==> src/rtl/fetch_stall_ctrl.sv <==
// Fetch-side hazard consumer: owns the PC and IF/ID register, and obeys stall,
// branch-flush and sticky halt requests. Also keeps a saturating stall-cycle counter.
module fetch_stall_ctrl #(
    parameter int              PC_W      = 16,
    parameter int              PC_INC    = 2,
    parameter logic [15:0]     NOP_INSTR = 16'h0000,
    parameter logic [PC_W-1:0] RST_PC    = '0,
    parameter int              CNT_W     = 16
) (
    input  logic             clk,
    input  logic             rst,
    input  logic             stall,
    input  logic             halt_req,
    input  logic             br_taken,
    input  logic [PC_W-1:0]  br_target,
    output logic [PC_W-1:0]  imem_addr,
    input  logic [15:0]      imem_data,
    output logic [15:0]      if_id_instr,
    output logic [PC_W-1:0]  if_id_pc_next,
    output logic             id_ex_bubble,
    output logic             halted,
    output logic [CNT_W-1:0] stall_cycles
);

    typedef enum logic {RUN, HALT} state_t;

    localparam logic [PC_W-1:0] PC_STEP = PC_W'(PC_INC);

    state_t             state_q, state_d;
    logic [PC_W-1:0]    pc_q, pc_d;
    logic [15:0]        instr_q, instr_d;
    logic [PC_W-1:0]    pc_next_q, pc_next_d;
    logic [CNT_W-1:0]   cnt_q, cnt_d;
    logic [PC_W-1:0]    pc_inc;

    assign pc_inc = pc_q + PC_STEP;

    always_ff @(posedge clk or posedge rst) begin
        if (rst) begin
            state_q   <= RUN;
            pc_q      <= RST_PC;
            instr_q   <= NOP_INSTR;
            pc_next_q <= '0;
            cnt_q     <= '0;
        end else begin
            state_q   <= state_d;
            pc_q      <= pc_d;
            instr_q   <= instr_d;
            pc_next_q <= pc_next_d;
            cnt_q     <= cnt_d;
        end
    end

    always_comb begin
        state_d   = state_q;
        pc_d      = pc_q;
        instr_d   = instr_q;
        pc_next_d = pc_next_q;
        cnt_d     = cnt_q;
        // Counter still advances on a flush or on the edge that samples halt_req.
        if (stall && state_q == RUN && cnt_q != '1)
            cnt_d = cnt_q + CNT_W'(1);
        if (state_q == RUN) begin
            if (halt_req) begin
                state_d = HALT;
            end else if (br_taken) begin
                pc_d      = br_target;
                instr_d   = NOP_INSTR;
                pc_next_d = '0;
            end else if (!stall) begin
                pc_d      = pc_inc;
                instr_d   = imem_data;
                pc_next_d = pc_inc;
            end
        end
    end

    assign halted        = (state_q == HALT);
    assign imem_addr     = pc_q;
    assign if_id_instr   = instr_q;
    assign if_id_pc_next = pc_next_q;
    assign stall_cycles  = cnt_q;
    assign id_ex_bubble  = ~rst & (halted | br_taken | stall);

endmodule

==> config.mk <==
export PLATFORM = sky130hd
export DESIGN_NAME = fetch_stall_ctrl
export DESIGN_NICKNAME = d
export VERILOG_FILES = /design/src/rtl/fetch_stall_ctrl.sv
export SDC_FILE = /design/constraint.sdc
export NUM_CORES = 1
export LEC_CHECK = 0
export BUFFER_PORTS_ARGS = -buffer_cell sky130_fd_sc_hd__buf_4
export CAP_MARGIN = 20
export CORE_MARGIN = 4
export CORE_UTILIZATION = 50
export CTS_CLUSTER_DIAMETER = 30
export DETAILED_ROUTE_END_ITERATION = 10
export GPL_ROUTABILITY_DRIVEN = 1
export PLACE_DENSITY = 0.79
export SKIP_CTS_REPAIR_TIMING = 1
export SLEW_MARGIN = 20
export SYNTH_ARGS = -nofsm -noshare
export SYNTH_HDL_FRONTEND = slang
export SYNTH_SLANG_ARGS = --single-unit
==> constraint.sdc <==
create_clock -name clk -period 2.5 [get_ports clk]
set_input_delay 0.25 -clock clk [delete_from_list [all_inputs] [get_ports clk]]
set_output_delay 0.25 -clock clk [all_outputs]
set_load 0.02 [all_outputs]
==> qor.yml <==
synth_area_per_cell_um2: 10.3
grt_start_max_net_pins: 32
fin_tns_setup_ns: 0
die_h_um: 87.0
die_x_um: 87.0
htree_levels: 3
setup.worst_path.start: "imem_addr[2]"
status: "finished clean"
cts_buffer_depth: 2
ys.flop_type: "dfrtp_1"
critPathArrivalTime_ns: 2.23
grt_usage_pct: 22.6
yosys_warnings: 0
dieArea_um2: 7570
rows: 28
drcViolationCount: 0
async_flop_share_pct: 100
synth_edf_count: 0
slowest_delay_ns: 0.53
fin_crit_sh_pct: 78.4
drv_slew: 0
postSynthCellCount: 303
cap_viol_max_count: 0
antenna_found_initial: 0
diodes: 0
nets: 444
setup_violations: 0
post_drt_wl_per_cell_um: 17.1
postRouteAntennaNets: 0
p_leak_nw: 1.97
cts_tree: "yes"
wirelength_um: 8310
ys_ff_latch: 65
cts_root_buf: "clkbuf_8"
start_util_pct: 52.1
clk_latency_ns: 0.33
drt-initial-drc-count: 246
end_kind: "flop"
fill_cells: 488
cts_made_buffers: 9
slew_headroom_pct: 29.5
worst_pin_slew_ns: 1.06
max_freq_mhz: 510
postPlaceCellArea_um2: 3960
num_vias: 2865
startpoint_type: "flop"
whs_ns: 0.0144
final.setup_skew_ns: 0.00800
r2r-start: "imem_addr[2]"
finalCriticalPeriod_ns: 1.96
via_per_inst: 5.91
required_ns: 2.77
slowest_stage: "or4_1"
path_class: "reg2reg"
r2r_cells: 5
endpoint: "imem_addr[13]"
ir_worst_vdd_uv: 389
synth_xor_area_share_pct: 5.05
syn_to_final_growth_pct: 32.7
drive_gt1_share_pct: 33.4
hold_path.class: "in2async"
ys_seq_area_share_pct: 52.1
clk_pin_slew_ns: 0.08
rr_endpoint: "imem_addr[13]"
finalHoldViolCount: 0
multi_input_area_um2: 1390
yosys.area_share.simple_pct: 18.6
reg2reg_slack_ns: 0.54
rsz0062_at_grt: "no"
final_cell_area_um2: 4140
powerDensity_nw_per_um2: 560
io_pins: 103
muxShareOfSynthArea_pct: 1.72
yosys.area_share.adder_pct: 0.802
port_buffers: 102
grt_pass1_wl_um: 13400
place_congestion: 0.885
core_um2: 5990
path_max_fanout: 6
first_pass_iters: 5
synth.distinct_cells: 55
synth-compound-area-share_pct: 18.1
grt_pass1_vias: 2686
syn_nets: 342
dp_hpwl_um: 5970
syn_area_um2: 3120
grt_overflow: 0
clkSinkCount: 65
worstPathCellList: "ha_1, nand4_2, or4_1, a21oi_1, a221o_1"
seqCellArea_um2: 1630
synth_top_family_by_area: "simple AND/OR/NAND/NOR gates"
==> per-stage QoR <==
| stage | worst slack [ns] | power (W) | utilization [%] | cells |
|---|---|---|---|---|
| 3_5_place_dp | 0.539 | 0.00154 | 66.1 | 469 |
| 6_report | 0.540 | 0.00232 | 69.2 | 485 |
| 4_1_cts | 0.570 | 0.00233 | 69.2 | 485 |
| 3_3_place_gp | 0.609 | 0.00153 | 66.1 | 469 |
| 5_1_grt | 0.413 | 0.00242 | 69.2 | 485 |
| 2_1_floorplan | 0.595 | 0.00136 | - | 303 |
==> synth_stat cells, drive strengths merged, types with 2 or more instances <==
master   n  area share [%]
and3     5             1.0
xnor2   12             3.4
nand4    9             2.0
mux2     3             1.1
a21oi   13             2.1
a31oi    3            0.60
o31ai    3            0.72
a21o     4            0.96
and4     3            0.84
or3      4            0.96
o22ai    2            0.40
o21ai   20             3.2
buf      6             1.1
nor3     9             1.6
or4      2            0.48
mux2i    2            0.64
clkbuf  11             1.3
nor2    15             1.8
a311oi   2            0.56
o311ai   2            0.56
nand2   34             4.3
a41oi    3            0.84
dfrtp   65              52
nor4     8             2.2
ha       2            0.80
a221o    4             1.3
inv     10             1.2
a22o    18             5.1
nand3    9             1.6
xor2     6             1.7
==> worst min path at each step <==
stage                      start                to  slack, ns  cells after the start
global placement             rst  if_id_pc_next[1]       0.38                      2
CTS                          rst  if_id_pc_next[8]       0.03                      2
floorplan           br_target[0]      imem_addr[0]       0.36                      2
detailed placement           rst  if_id_pc_next[1]       0.39                      2
finish                       rst  if_id_pc_next[3]       0.01                      2
global route                 rst  if_id_pc_next[8]       0.07                      2
==> cell families after synthesis <==
family | after synthesis
AO/OA/AOI/OAI | 81
XOR/XNOR | 18
adder cells (fa/ha/maj) | 2
buffers and inverters | 27
flip-flops | 65
multiplexers | 5
AND/OR/NAND/NOR | 105
==> worst max-delay path: cells and delay by family, from the launching register on <==
kind	cells	cell delay (ns)
flops	1	0.43
simple gates	2	0.78
fa+ha+maj	1	0.33
compound gates	2	0.36
==> power breakdown <==
part           switching, W  internal (W)
sequential        0.0000656       0.00111
clock              0.000417      0.000386
combinational      0.000184      0.000161
==> sequential cells by signal (all words and copies together) (netlist names) <==
signal	cells
halted	1
if_id_instr	16
if_id_pc_next	16
imem_addr	16
stall_cycles	16
==> placed cells by master (no fill, tap or decap), types with 2 or more instances in the layout <==
cell        count
o22ai_1         2
nor4_1          5
buf_4         108
nand4_1         8
nor2_1         15
mux2_1          2
a22o_1         18
dfrtp_1        65
xor2_1          6
xnor2_1        12
inv_2           2
a41oi_1         3
o31ai_1         3
a21oi_1        13
and4_1          3
clkinvlp_4      4
nand3_1         8
a221o_1         4
nand2_1        33
a31oi_1         3
inv_1           8
or3_1           3
a21o_1          4
ha_1            2
a311oi_1        2
o21ai_0        18
nor3_1          8
nor4_2          2
mux2i_1         2
or4_1           2
and3_1          4
o311ai_1        2
clkbuf_8       10
==> layer usage <==
| metal | global-route usage [%] | routed length [um] | up-vias |
|---|---|---|---|
| met5 | 0 | 0 | - |
| li1 | - | - | 1325 |
| met4 | 9.77 | 189 | 0 |
| met2 | 32.5 | 3750 | 148 |
| met3 | 5.49 | 750 | 17 |
| met1 | 32.4 | 3620 | 1375 |
==> cell type report <==
type,instances,area share (%)
Sequential cell,65,39.3
Multi-Input combinational cell,211,33.6
Timing Repair Buffer,108,19.6
Clock buffer,10,3.32
Tap cell,75,2.26
Clock inverter,6,1.06
Inverter,10,0.906
No activity file was read; power rests on OpenSTA's default activity.
